### src/rtl/uart_pkg.sv
// Shared definitions for the buffered UART peripheral.
// Contents: register addresses, STATUS bit positions, serial frame state
// encoding, the minimum legal bit period and its clamp helper.
package uart_pkg;

    // Register map (addr input).
    localparam logic [1:0] REG_DATA   = 2'd0;
    localparam logic [1:0] REG_STATUS = 2'd1;
    localparam logic [1:0] REG_DIV    = 2'd2;
    localparam logic [1:0] REG_COUNT  = 2'd3;

    // STATUS register bit positions.
    localparam int ST_TX_FULL   = 0;
    localparam int ST_TX_EMPTY  = 1;
    localparam int ST_RX_EMPTY  = 2;
    localparam int ST_RX_FULL   = 3;
    localparam int ST_OVR       = 4;
    localparam int ST_FERR      = 5;
    localparam int ST_TXOVF     = 6;
    localparam int ST_TX_ACTIVE = 7;
    localparam int ST_CTS       = 8;

    // Shortest bit period the receiver can still centre-sample reliably.
    localparam logic [15:0] MIN_DIV = 16'd4;

    // Serial frame position, shared by the TX and RX engines.
    typedef enum logic [1:0] {
        FS_IDLE  = 2'd0,
        FS_START = 2'd1,
        FS_DATA  = 2'd2,
        FS_STOP  = 2'd3
    } frame_state_t;

    // Bit periods below MIN_DIV are raised to MIN_DIV.
    function automatic logic [15:0] clamp_div(input logic [15:0] value);
        return (value < MIN_DIV) ? MIN_DIV : value;
    endfunction

endpackage

### src/rtl/sync_fifo.sv
// Single-clock FIFO with first-word fall-through output.
// Ports: clk, rst_n (async, active low); push/din write a word when not full;
//        pop advances when not empty; dout shows the oldest word;
//        full, empty and count (0..2**AW) report the fill level.
module sync_fifo #(
    parameter int AW = 4,
    parameter int W  = 8
) (
    input  logic          clk,
    input  logic          rst_n,
    input  logic          push,
    input  logic [W-1:0]  din,
    input  logic          pop,
    output logic [W-1:0]  dout,
    output logic          full,
    output logic          empty,
    output logic [AW:0]   count
);

    localparam int DEPTH = 1 << AW;

    logic [W-1:0]  mem_r [DEPTH];
    logic [AW-1:0] wr_ptr_r;
    logic [AW-1:0] rd_ptr_r;
    logic [AW:0]   count_r;
    logic          do_push_s;
    logic          do_pop_s;

    // count never exceeds DEPTH, so its top bit alone marks "full".
    assign full      = count_r[AW];
    assign empty     = (count_r == '0);
    assign count     = count_r;
    assign dout      = mem_r[rd_ptr_r];
    assign do_push_s = push && !full;
    assign do_pop_s  = pop && !empty;

    // Storage array; contents are don't-care until written.
    always_ff @(posedge clk) begin
        if (do_push_s) begin
            mem_r[wr_ptr_r] <= din;
        end
    end

    // Pointer and occupancy tracking; push and pop together leave count unchanged.
    always_ff @(posedge clk or negedge rst_n) begin
        if (!rst_n) begin
            wr_ptr_r <= '0;
            rd_ptr_r <= '0;
            count_r  <= '0;
        end else begin
            if (do_push_s) begin
                wr_ptr_r <= wr_ptr_r + AW'(1'b1);
            end
            if (do_pop_s) begin
                rd_ptr_r <= rd_ptr_r + AW'(1'b1);
            end
            case ({do_push_s, do_pop_s})
                2'b10:   count_r <= count_r + (AW+1)'(1'b1);
                2'b01:   count_r <= count_r - (AW+1)'(1'b1);
                default: count_r <= count_r;
            endcase
        end
    end

endmodule

### src/rtl/uart_fifo_ctrl.sv
// Register-mapped 8N1 UART with TX/RX FIFOs, programmable bit period,
// sticky error flags and CTS/RTS hardware flow control.
// Ports: clk, rst_n (async, active low);
//        addr/rd/wr/wdata -> rdata/rd_valid : register bus, read data one cycle after rd;
//        ser_rxd, ser_ncts : asynchronous serial inputs (synchronised here);
//        ser_txd, ser_nrts : serial outputs; irq : RX data pending or error flag set.
module uart_fifo_ctrl
    import uart_pkg::*;
#(
    parameter int FREQ      = 40_000_000,
    parameter int BPS       = 115_200,
    parameter int TX_AW     = 4,
    parameter int RX_AW     = 4,
    parameter int RTS_SLACK = 4
) (
    input  logic        clk,
    input  logic        rst_n,
    input  logic [1:0]  addr,
    input  logic        rd,
    input  logic        wr,
    input  logic [31:0] wdata,
    output logic [31:0] rdata,
    output logic        rd_valid,
    input  logic        ser_rxd,
    input  logic        ser_ncts,
    output logic        ser_txd,
    output logic        ser_nrts,
    output logic        irq
);

    localparam logic [15:0]    RESET_DIV = 16'(FREQ / BPS);
    localparam logic [RX_AW:0] RX_DEPTH  = (RX_AW+1)'(1 << RX_AW);
    localparam logic [RX_AW:0] RTS_LIMIT = (RX_AW+1)'(RTS_SLACK);

    // Synchronisers and edge history.
    logic rxd_meta_r, rxd_sync_r, rxd_prev_r, ncts_meta_r, ncts_sync_r, cts_s;

    // Bus decode.
    logic wr_data_s, wr_status_s, wr_div_s, rd_data_s;

    // FIFO interfaces.
    logic             tx_push_s, tx_pop_s, tx_full_s, tx_empty_s;
    logic [7:0]       tx_dout_s;
    logic [TX_AW:0]   tx_count_s;
    logic             rx_push_s, rx_pop_s, rx_full_s, rx_empty_s;
    logic [7:0]       rx_dout_s;
    logic [RX_AW:0]   rx_count_s;
    logic [RX_AW:0]   rx_free_s;

    // Control registers and flags.
    logic [15:0] div_r;
    logic        ovr_r, ferr_r, txovf_r;
    logic        ovr_set_s, ferr_set_s, txovf_set_s;
    logic [31:0] rdata_r, rd_mux_s;
    logic        rd_valid_r, irq_r, nrts_r;
    logic [8:0]  status_s;

    // TX engine.
    frame_state_t tx_state_r, tx_state_s;
    logic [15:0]  tx_cnt_r, tx_cnt_s, tx_div_r, tx_div_s;
    logic [2:0]   tx_bit_r, tx_bit_s;
    logic [7:0]   tx_shift_r, tx_shift_s;
    logic         txd_r, txd_s, tx_bit_end_s, tx_active_s;

    // RX engine.
    frame_state_t rx_state_r, rx_state_s;
    logic [15:0]  rx_cnt_r, rx_cnt_s, rx_div_r, rx_div_s;
    logic [2:0]   rx_bit_r, rx_bit_s;
    logic [7:0]   rx_shift_r, rx_shift_s;
    logic         rx_bit_end_s, rx_half_end_s;

    logic unused_s;
    assign unused_s = ^wdata[31:16];

    assign wr_data_s   = wr && (addr == REG_DATA);
    assign wr_status_s = wr && (addr == REG_STATUS);
    assign wr_div_s    = wr && (addr == REG_DIV);
    assign rd_data_s   = rd && (addr == REG_DATA);
    assign tx_push_s   = wr_data_s && !tx_full_s;
    assign txovf_set_s = wr_data_s && tx_full_s;
    assign rx_pop_s    = rd_data_s && !rx_empty_s;
    assign cts_s       = ~ncts_sync_r;
    assign rx_free_s   = RX_DEPTH - rx_count_s;
    assign tx_active_s = (tx_state_r != FS_IDLE);

    sync_fifo #(.AW(TX_AW), .W(8)) u_tx_fifo (
        .clk(clk), .rst_n(rst_n), .push(tx_push_s), .din(wdata[7:0]), .pop(tx_pop_s),
        .dout(tx_dout_s), .full(tx_full_s), .empty(tx_empty_s), .count(tx_count_s)
    );

    sync_fifo #(.AW(RX_AW), .W(8)) u_rx_fifo (
        .clk(clk), .rst_n(rst_n), .push(rx_push_s), .din(rx_shift_r), .pop(rx_pop_s),
        .dout(rx_dout_s), .full(rx_full_s), .empty(rx_empty_s), .count(rx_count_s)
    );

    // Two-flop synchronisers; rxd_prev_r keeps one more sample for start-edge detection.
    always_ff @(posedge clk or negedge rst_n) begin
        if (!rst_n) begin
            {rxd_meta_r, rxd_sync_r, rxd_prev_r, ncts_meta_r, ncts_sync_r} <= 5'b11111;
        end else begin
            rxd_meta_r  <= ser_rxd;
            rxd_sync_r  <= rxd_meta_r;
            rxd_prev_r  <= rxd_sync_r;
            ncts_meta_r <= ser_ncts;
            ncts_sync_r <= ncts_meta_r;
        end
    end

    // Each engine latches its own copy of DIV at frame start, so DIV writes
    // never disturb a frame in flight.
    assign tx_bit_end_s  = (tx_cnt_r == tx_div_r - 16'd1);
    assign rx_bit_end_s  = (rx_cnt_r == rx_div_r - 16'd1);
    assign rx_half_end_s = (rx_cnt_r == {1'b0, rx_div_r[15:1]} - 16'd1);

    // TX next-state: CTS only gates the IDLE->START decision.
    always_comb begin
        tx_state_s = tx_state_r;
        tx_cnt_s   = tx_cnt_r;
        tx_bit_s   = tx_bit_r;
        tx_shift_s = tx_shift_r;
        tx_div_s   = tx_div_r;
        txd_s      = txd_r;
        tx_pop_s   = 1'b0;
        case (tx_state_r)
            FS_IDLE: begin
                txd_s = 1'b1;
                if (!tx_empty_s && cts_s) begin
                    tx_state_s = FS_START;
                    tx_pop_s   = 1'b1;
                    tx_shift_s = tx_dout_s;
                    tx_div_s   = div_r;
                    tx_cnt_s   = 16'd0;
                    txd_s      = 1'b0;
                end else begin
                    tx_cnt_s = 16'd0;
                end
            end
            FS_START: begin
                if (tx_bit_end_s) begin
                    tx_state_s = FS_DATA;
                    tx_cnt_s   = 16'd0;
                    tx_bit_s   = 3'd0;
                    txd_s      = tx_shift_r[0];
                    tx_shift_s = {1'b0, tx_shift_r[7:1]};
                end else begin
                    tx_cnt_s = tx_cnt_r + 16'd1;
                end
            end
            FS_DATA: begin
                if (tx_bit_end_s) begin
                    tx_cnt_s = 16'd0;
                    if (tx_bit_r == 3'd7) begin
                        tx_state_s = FS_STOP;
                        txd_s      = 1'b1;
                    end else begin
                        tx_bit_s   = tx_bit_r + 3'd1;
                        txd_s      = tx_shift_r[0];
                        tx_shift_s = {1'b0, tx_shift_r[7:1]};
                    end
                end else begin
                    tx_cnt_s = tx_cnt_r + 16'd1;
                end
            end
            FS_STOP: begin
                if (tx_bit_end_s) begin
                    tx_state_s = FS_IDLE;
                    tx_cnt_s   = 16'd0;
                end else begin
                    tx_cnt_s = tx_cnt_r + 16'd1;
                end
            end
            default: begin
                tx_state_s = FS_IDLE;
                txd_s      = 1'b1;
            end
        endcase
    end

    // TX state register; ser_txd comes straight from txd_r so reset idles the line at once.
    always_ff @(posedge clk or negedge rst_n) begin
        if (!rst_n) begin
            tx_state_r <= FS_IDLE;
            tx_cnt_r   <= 16'd0;
            tx_bit_r   <= 3'd0;
            tx_shift_r <= 8'd0;
            tx_div_r   <= RESET_DIV;
            txd_r      <= 1'b1;
        end else begin
            tx_state_r <= tx_state_s;
            tx_cnt_r   <= tx_cnt_s;
            tx_bit_r   <= tx_bit_s;
            tx_shift_r <= tx_shift_s;
            tx_div_r   <= tx_div_s;
            txd_r      <= txd_s;
        end
    end

    // RX next-state: half-period check rejects glitches, then samples bit centres.
    always_comb begin
        rx_state_s = rx_state_r;
        rx_cnt_s   = rx_cnt_r;
        rx_bit_s   = rx_bit_r;
        rx_shift_s = rx_shift_r;
        rx_div_s   = rx_div_r;
        rx_push_s  = 1'b0;
        ovr_set_s  = 1'b0;
        ferr_set_s = 1'b0;
        case (rx_state_r)
            FS_IDLE: begin
                if (rxd_prev_r && !rxd_sync_r) begin
                    rx_state_s = FS_START;
                    rx_cnt_s   = 16'd0;
                    rx_div_s   = div_r;
                end else begin
                    rx_cnt_s = 16'd0;
                end
            end
            FS_START: begin
                if (rx_half_end_s) begin
                    rx_cnt_s = 16'd0;
                    rx_bit_s = 3'd0;
                    if (rxd_sync_r) begin
                        rx_state_s = FS_IDLE;
                    end else begin
                        rx_state_s = FS_DATA;
                    end
                end else begin
                    rx_cnt_s = rx_cnt_r + 16'd1;
                end
            end
            FS_DATA: begin
                if (rx_bit_end_s) begin
                    rx_cnt_s   = 16'd0;
                    rx_shift_s = {rxd_sync_r, rx_shift_r[7:1]};
                    if (rx_bit_r == 3'd7) begin
                        rx_state_s = FS_STOP;
                    end else begin
                        rx_bit_s = rx_bit_r + 3'd1;
                    end
                end else begin
                    rx_cnt_s = rx_cnt_r + 16'd1;
                end
            end
            FS_STOP: begin
                if (rx_bit_end_s) begin
                    rx_state_s = FS_IDLE;
                    rx_cnt_s   = 16'd0;
                    if (!rxd_sync_r) begin
                        ferr_set_s = 1'b1;
                    end else if (rx_full_s) begin
                        ovr_set_s = 1'b1;
                    end else begin
                        rx_push_s = 1'b1;
                    end
                end else begin
                    rx_cnt_s = rx_cnt_r + 16'd1;
                end
            end
            default: begin
                rx_state_s = FS_IDLE;
            end
        endcase
    end

    // RX state register.
    always_ff @(posedge clk or negedge rst_n) begin
        if (!rst_n) begin
            rx_state_r <= FS_IDLE;
            rx_cnt_r   <= 16'd0;
            rx_bit_r   <= 3'd0;
            rx_shift_r <= 8'd0;
            rx_div_r   <= RESET_DIV;
        end else begin
            rx_state_r <= rx_state_s;
            rx_cnt_r   <= rx_cnt_s;
            rx_bit_r   <= rx_bit_s;
            rx_shift_r <= rx_shift_s;
            rx_div_r   <= rx_div_s;
        end
    end

    // STATUS word assembly.
    always_comb begin
        status_s               = 9'd0;
        status_s[ST_TX_FULL]   = tx_full_s;
        status_s[ST_TX_EMPTY]  = tx_empty_s;
        status_s[ST_RX_EMPTY]  = rx_empty_s;
        status_s[ST_RX_FULL]   = rx_full_s;
        status_s[ST_OVR]       = ovr_r;
        status_s[ST_FERR]      = ferr_r;
        status_s[ST_TXOVF]     = txovf_r;
        status_s[ST_TX_ACTIVE] = tx_active_s;
        status_s[ST_CTS]       = cts_s;
    end

    // Read data multiplexer.
    always_comb begin
        rd_mux_s = 32'd0;
        case (addr)
            REG_DATA: begin
                if (!rx_empty_s) begin
                    rd_mux_s = {23'd0, 1'b1, rx_dout_s};
                end else begin
                    rd_mux_s = 32'd0;
                end
            end
            REG_STATUS: rd_mux_s = {23'd0, status_s};
            REG_DIV:    rd_mux_s = {16'd0, div_r};
            REG_COUNT:  rd_mux_s = {8'd0, 8'(rx_count_s), 8'd0, 8'(tx_count_s)};
            default:    rd_mux_s = 32'd0;
        endcase
    end

    // Divisor, sticky flags (a same-cycle set wins over write-1-to-clear) and registered outputs.
    always_ff @(posedge clk or negedge rst_n) begin
        if (!rst_n) begin
            div_r      <= RESET_DIV;
            ovr_r      <= 1'b0;
            ferr_r     <= 1'b0;
            txovf_r    <= 1'b0;
            rdata_r    <= 32'd0;
            rd_valid_r <= 1'b0;
            irq_r      <= 1'b0;
            nrts_r     <= 1'b0;
        end else begin
            if (wr_div_s) begin
                div_r <= clamp_div(wdata[15:0]);
            end
            ovr_r      <= ovr_set_s   | (ovr_r   & ~(wr_status_s & wdata[ST_OVR]));
            ferr_r     <= ferr_set_s  | (ferr_r  & ~(wr_status_s & wdata[ST_FERR]));
            txovf_r    <= txovf_set_s | (txovf_r & ~(wr_status_s & wdata[ST_TXOVF]));
            rdata_r    <= rd ? rd_mux_s : 32'd0;
            rd_valid_r <= rd;
            irq_r      <= ~rx_empty_s | ovr_r | ferr_r | txovf_r;
            nrts_r     <= (rx_free_s <= RTS_LIMIT);
        end
    end

    assign rdata    = rdata_r;
    assign rd_valid = rd_valid_r;
    assign ser_txd  = txd_r;
    assign ser_nrts = nrts_r;
    assign irq      = irq_r;

endmodule

### config.mk
export PLATFORM = sky130hd
export DESIGN_NAME = uart_fifo_ctrl
export DESIGN_NICKNAME = d
export VERILOG_FILES = /design/src/rtl/uart_pkg.sv /design/src/rtl/sync_fifo.sv /design/src/rtl/uart_fifo_ctrl.sv
export SDC_FILE = /design/constraint.sdc
export NUM_CORES = 1
export LEC_CHECK = 0
export BUFFER_PORTS_ARGS = -buffer_cell sky130_fd_sc_hd__clkbuf_2
export CELL_PAD_IN_SITES_DETAIL_PLACEMENT = 0
export CELL_PAD_IN_SITES_GLOBAL_PLACEMENT = 1
export CORE_MARGIN = 10
export CORE_UTILIZATION = 55
export CTS_CLUSTER_DIAMETER = 80
export DETAILED_ROUTE_END_ITERATION = 16
export GPL_TIMING_DRIVEN = 0
export PLACE_DENSITY_LB_ADDON = 0.08
export SLEW_MARGIN = 0
export SYNTH_ARGS = -nofsm -noshare
export SYNTH_HDL_FRONTEND = slang
export SYNTH_SLANG_ARGS = --single-unit
### constraint.sdc
create_clock -name clk -period 10 [get_ports clk]
set_input_delay 0.5 -clock clk [delete_from_list [all_inputs] [get_ports clk]]
set_output_delay 0.5 -clock clk [all_outputs]
set_load 0.01 [all_outputs]
# Yosys cells after proc, flatten, opt, wreduce, memory -nomap -nowiden
# Memory sizes are Yosys's and may differ from the RTL's.
# Cells that the tools add are included.
# op_classes
n_addsub	16
order_cmp	2
eq_ne	30
n_mux	59
bitwise_logic	17
n_reduce_logical	40
# ops
op	count
32-bit one-hot mux with 4 select lines	1
16-bit 2-to-1 mux	4
16-bit equality test	3
16-bit one-hot mux with 3 select lines	1
16-bit by 1-bit adder with 16-bit output (second input constant)	2
32-bit 2-to-1 mux	1
8-bit 2-to-1 mux	4
16-bit one-hot mux with 2 select lines	1
16-bit by 1-bit subtractor with 16-bit output (second input constant)	2
2-bit != test (second input constant)	12
8-bit one-hot mux with 3 select lines	1
2-bit 2-to-1 mux	11
1-bit 2-to-1 mux	21
5-bit one-hot mux with 2 select lines	2
3-bit 2-to-1 mux	6
4-bit by 1-bit adder with 4-bit output (second input constant)	4
2-bit equality test (second input constant)	8
16-bit by 3-bit < comparator with 1-bit output (second input constant)	1
2-bit one-hot mux with 4 select lines	2
15-bit by 1-bit subtractor with 16-bit output (second input constant)	1
5-bit AND reduction	3
1-bit logical AND	13
3-bit one-hot mux with 2 select lines	2
5-bit by 1-bit adder with 5-bit output (second input constant)	2
other kinds (21)	56
# totals
register_bits	176
ram_bits	256
input_bits	40
out_inout_bits	36
wordCells	196
n_memories	2
# mem_list
memory	words	width	rd	rd_clocked_by_memory_dff	write_ports	line	rtl
u_rx_fifo.mem_r	16	8	1	0	1	sync_fifo.sv:22	logic [W-1:0] mem_r [DEPTH];
u_tx_fifo.mem_r	16	8	1	0	1	sync_fifo.sv:22	

# Logic depth before layout (Yosys ltp)
# depth
ltp_word	8
mapped_depth	18
ltp_nobuf	17

# Hierarchy
# Synthesis repeated with hierarchy kept, for this count alone.
# hier_totals
cells_unflattened	1416
hier_area_um2	19271.0
# modules_own_cells
module	instances	cells_each	area_per_inst_um2	seq_area_each_um2
sync_fifo	2	328	5758.0	4169.0
uart_fifo_ctrl	1	760	7754.9	3508.4

# Worst setup path before layout
# No wires, ideal clock.
# synth_timing
path_type	register to register
startpoint	reg rx_div_r[7]
endpoint	reg u_rx_fifo.count_r[2] (netlist: u_rx_fifo.count[2])
setup_ns	0.133
arrival_ns	3.883
t_required_ns	9.867
setup_slack_ns	5.984
path_stages_with_launch	17
n_path_buf	2
period_less_slack_ns	4.016
path_cell_list	dfrtp_1 -> buf_6 -> or4_4 -> nor4_4 -> nand3_1 -> a22o_1 -> or4_4 -> nor3_4 -> inv_2 -> ha_1 -> clkbuf_1 -> xor2_1 -> ha_1 -> a21oi_1 -> xor2_1 -> nor2_1 -> xor2_1
# synth_via
elab_chain_len	7
elab_cells_between_ends	9
cone_classes	add/sub: 1; eq/ne: 3; mux: 3; reduce/logical: 2
# synth_lines
item	line	rtl
from (decl)	uart_fifo_ctrl.sv:67	logic [15:0] rx_cnt_r, rx_cnt_s, rx_div_r, rx_div_s;
from (signal assigned)	uart_fifo_ctrl.sv:278	rx_div_r <= rx_div_s;
16-bit by 1-bit subtractor with 16-bit output (*)	uart_fifo_ctrl.sv:112	assign rx_bit_end_s = (rx_cnt_r == rx_div_r - 16'd1);
16-bit equality test (*)	uart_fifo_ctrl.sv:112	
1-bit 2-to-1 mux (*)	uart_fifo_ctrl.sv:245	if (rx_bit_end_s) begin
1-bit 2-to-1 mux (*)	uart_fifo_ctrl.sv:208	case (rx_state_r)
1-bit logical AND (*)	sync_fifo.sv:34	assign do_push_s = push && !full;
2-bit by 1-bit equality test with 1-bit output or 2-bit equality test (tied branches)	sync_fifo.sv:57	case ({do_push_s, do_pop_s})
5-bit one-hot mux with 2 select lines or 2-bit nonzero test (tied branches)	n/a	
to (signal assigned)	sync_fifo.sv:58	2'b10: count_r <= count_r + (AW+1)'(1'b1);
to (signal assigned)	sync_fifo.sv:59	2'b01: count_r <= count_r - (AW+1)'(1'b1);
to (signal assigned)	sync_fifo.sv:60	default: count_r <= count_r;
to (decl)	sync_fifo.sv:25	logic [AW:0] count_r;
# Every way passes the cells marked *; elsewhere a longest branch is shown, timed or not.
# A chain may end at the register's enable or synchronous reset.

# Worst setup path after layout
# layout_timing
startpoint	reg rx_div_r[2]
endpoint	reg u_rx_fifo.count_r[2] (netlist: u_rx_fifo.count[2])
# The elaborated chain is that of the path after synthesis.

==> summary.txt <==
status: completed
PD cells: 259 nW/um^2
First DRT Iteration DRCs: 734
CP Launch Type: flop
GRT Total Usage: 19.5%
Mapped Cells: 1,304
adder-cell share of the synthesized area: 2.22%
Final Hold Viols: 0
Detailed Routing Iterations Pass 1: 5
Compound-Gate Fraction of Synth Area: 3.61%
Initial Util: 56.1%
multiplexer share of the synthesized area: 13.3%
core area: 33,700 um^2
Req. time, crit path: 10.44 ns
Peak Freq: 0.210 GHz
Ys Warns: 0
CP Capture Type: flop
commonest non-fill, non-tap cell in the layout: edfxtp_1
Leak: 7.94 nW
clk_lat worst skew: 0.58 ns
Hold Crit Class: in2reg
CTS root buf: clkbuf_16
Crit Path Class: reg2reg
Design Power: 5.53 mW
post-DP HPWL: 27,200 um
clk sinks: 421
unrepaired setup endpoints after global routing: no
Syn Std Cell Area: 18,900 um^2
Final Critical Period: 4.77 ns
IO Count: 76
first-pass GRT wire length: 63,700 um
post_cts resized: 0
# nets final: 1,483
Crit path arrival time: 5.21 ns
final setup fails: 0
Max IR drop VDD: 156 uV
largest net degree at the start of global routing: 86
Slew Limit Fails: 0
Rows: 67
WL per Instance: 21.3 um
GR Overflow Total: 0
Post-synth ARST share: 39.2%
Vias: 11.0k
number of synthesized flops with an enable pin: 256
number of vias per cell: 5.79
diode count: 0
initial antenna violation count: 1
clk_skew: 0.0234 ns
# fillers: 2,559
# port buffers: 47
slew at the pin with the worst max-slew slack: 1.25 ns
Worst-path clk slew: 0.06 ns
gpl congestion: 0.816
Yosys cell types: 70
share of layout cells above drive strength 1: 22.4%
Tcrit/Tclk final: 47.7%
Die Y: 205 um
CTS tree: yes
die area: 42,200 um^2
largest family of logic cells by synthesized area: multiplexers
Setup TNS: 0 ns
vias in the first global route: 11.2k
Final ANT Viol Nets: 0
CTS H-tree depth: 2
simple-gate share of the synthesized area: 10.4%
TritonCTS buffer count: 43
flops & latches, synth: 421
most frequent cells in the layout: edfxtp_1 (256), dfrtp_1 (141), nand2_1 (102)
Synth Area in XOR/XNOR: 5.10%
DRC viols: 0
Area Growth Syn to Fin: 12.7%
# Post-CTS Setup Buffers: 0
Die X: 205 um
Rel. slew slack: 16.2%
final wirelength: 40,200 um
CP max FO: 10
syn_area_per_cell: 14.5 um^2
post-synthesis sequential area ratio: 62.7%
Max Cap Viol: 0
ys flop type: edfxtp_1
Bufs on Longest Clock Path: 3
[power breakdown]
group	total [mW]	switching, mW	internal, mW
clock	1.67	0.683	0.985
combinational	1.66	0.893	0.763
sequential	2.20	0.160	2.04
[per-layer routing]
| layer | wire, um | track usage [%] | vias to the layer above | share of wire (%) |
|---|---|---|---|---|
| met2 | 19700 | 31.8 | 263 | 49 |
| li1 | - | - | 5067 | - |
| met5 | 13 | 0 | - | 0.032 |
| met1 | 17800 | 26.6 | 5578 | 44 |
| met4 | 784 | 4.91 | 2 | 1.9 |
| met3 | 1910 | 3.71 | 51 | 4.7 |
[what timing repair did]
item | CTS | global route
setup endpoints to repair | 0 | 0
hold buffers | 2 | 0
endpoints found under the hold margin | 8 | 0
[critical path, cell delays in order (launching register included)]
cell and delay [ns]:
dfrtp_1 0.44, inv_1 0.10, ha_1 0.29, nor4b_1 0.74, mux2i_1 0.19, mux2i_1 0.17
a22oi_1 0.13, or4_4 0.61, nor3_4 0.41, inv_2 0.14, ha_1 0.20, clkbuf_1 0.21
xor2_1 0.20, ha_1 0.21, a21oi_1 0.19, xor2_1 0.19, nor2_1 0.07, xor2_1 0.14
[worst paths after layout]
path	to	cells past startpoint	from	slack (ns)
max in group asynchronous	rxd_meta_r	3	rst_n	8.48
max	u_rx_fifo.count[2]	17	rx_div_r[2]	5.23
min in group asynchronous	rdata[0]	2	rst_n	0.54
min reg2reg	ncts_sync_r	0	ncts_meta_r	0.36
min	ncts_meta_r	1	ser_ncts	0.03
max reg2reg	u_rx_fifo.count[2]	17	rx_div_r[2]	5.23
[registers in the layout, summed over array words and instances (netlist names), 5 cells and up, named ones only]
| name | cells |
|---|---|
| div_r | 16 |
| tx_div_r | 16 |
| rx_div_r | 16 |
| u_rx_fifo.mem_r | 128 |
| u_tx_fifo.count | 5 |
| u_rx_fifo.count | 5 |
| rx_cnt_r | 16 |
| tx_shift_r | 8 |
| rdata | 21 |
| tx_cnt_r | 16 |
| rx_shift_r | 8 |
| u_tx_fifo.mem_r | 128 |
[through the flow]
step	setup WS (ns)	hold WS, ns	cell area (um^2)	utilization (%)	std cells
floorplan	5.98	0.204	18900	-	1314
global placement	5.17	0.347	19700	58.6	1809
detailed placement	5.39	0.350	19800	58.7	1810
CTS	5.31	0.00737	21300	63.2	1891
global route	4.92	0.0145	21300	63.2	1892
finish	5.23	0.0329	21300	63.2	1892
[logic make-up (layout without fill, tap and decap cells)]
kind of cell	count (synthesis)	count (layout)
adders and majority gates	33	33
DFF	421	421
and+or+nand+nor	374	374
AOI/OAI and AO/OA	106	106
other	1	11
buffers and inverters	115	245
muxes	144	144
xor gates and xnor gates	110	110
[cell usage after synthesis (all sizes together) (2+ instances only)]
library cell	n	area, um^2
a2111oi	2	17.5
a211oi	6	45.0
a21o	3	22.5
a21oi	23	115
a22o	4	35.0
a22oi	8	60.1
a31oi	5	31.3
and2	9	56.3
and3	29	181
and4	2	17.5
and4b	5	50.1
buf	36	203
clkbuf	46	173
dfrtp	141	3530
dfstp	24	631
edfxtp	256	7690
ha	32	400
inv	32	120
mux2	56	634
mux2i	8	83.8
mux4	80	1800
nand2	102	383
nand2b	7	43.8
nand3	43	215
nand4	16	100
nand4b	3	26.3
nor2	69	259
nor2b	13	81.3
nor3	20	123
nor3b	6	45.0
nor4	23	171
nor4b	3	26.3
o2111ai	3	26.3
o211ai	3	22.5
o21a	2	15.0
o21ai	29	145
o31ai	8	60.1
or2	3	18.8
or3	7	43.8
or3b	2	17.5
or4	8	67.6
or4b	2	20.0
xnor2	68	596
xor2	42	368
[cell type report]
type / instances / area, um^2 / share of cell area (%)
plain buffers: 82 / 375 / 1.76
clock buffers: 54 / 1160 / 5.43
clock inverters: 25 / 322 / 1.51
inverters: 33 / 124 / 0.582
multi-input cells: 778 / 6620 / 31.1
flip-flops and latches: 421 / 11800 / 55.6
well taps: 448 / 561 / 2.63
repair buffers: 51 / 297 / 1.39
Note: power is estimated with default switching activity, not from simulation.
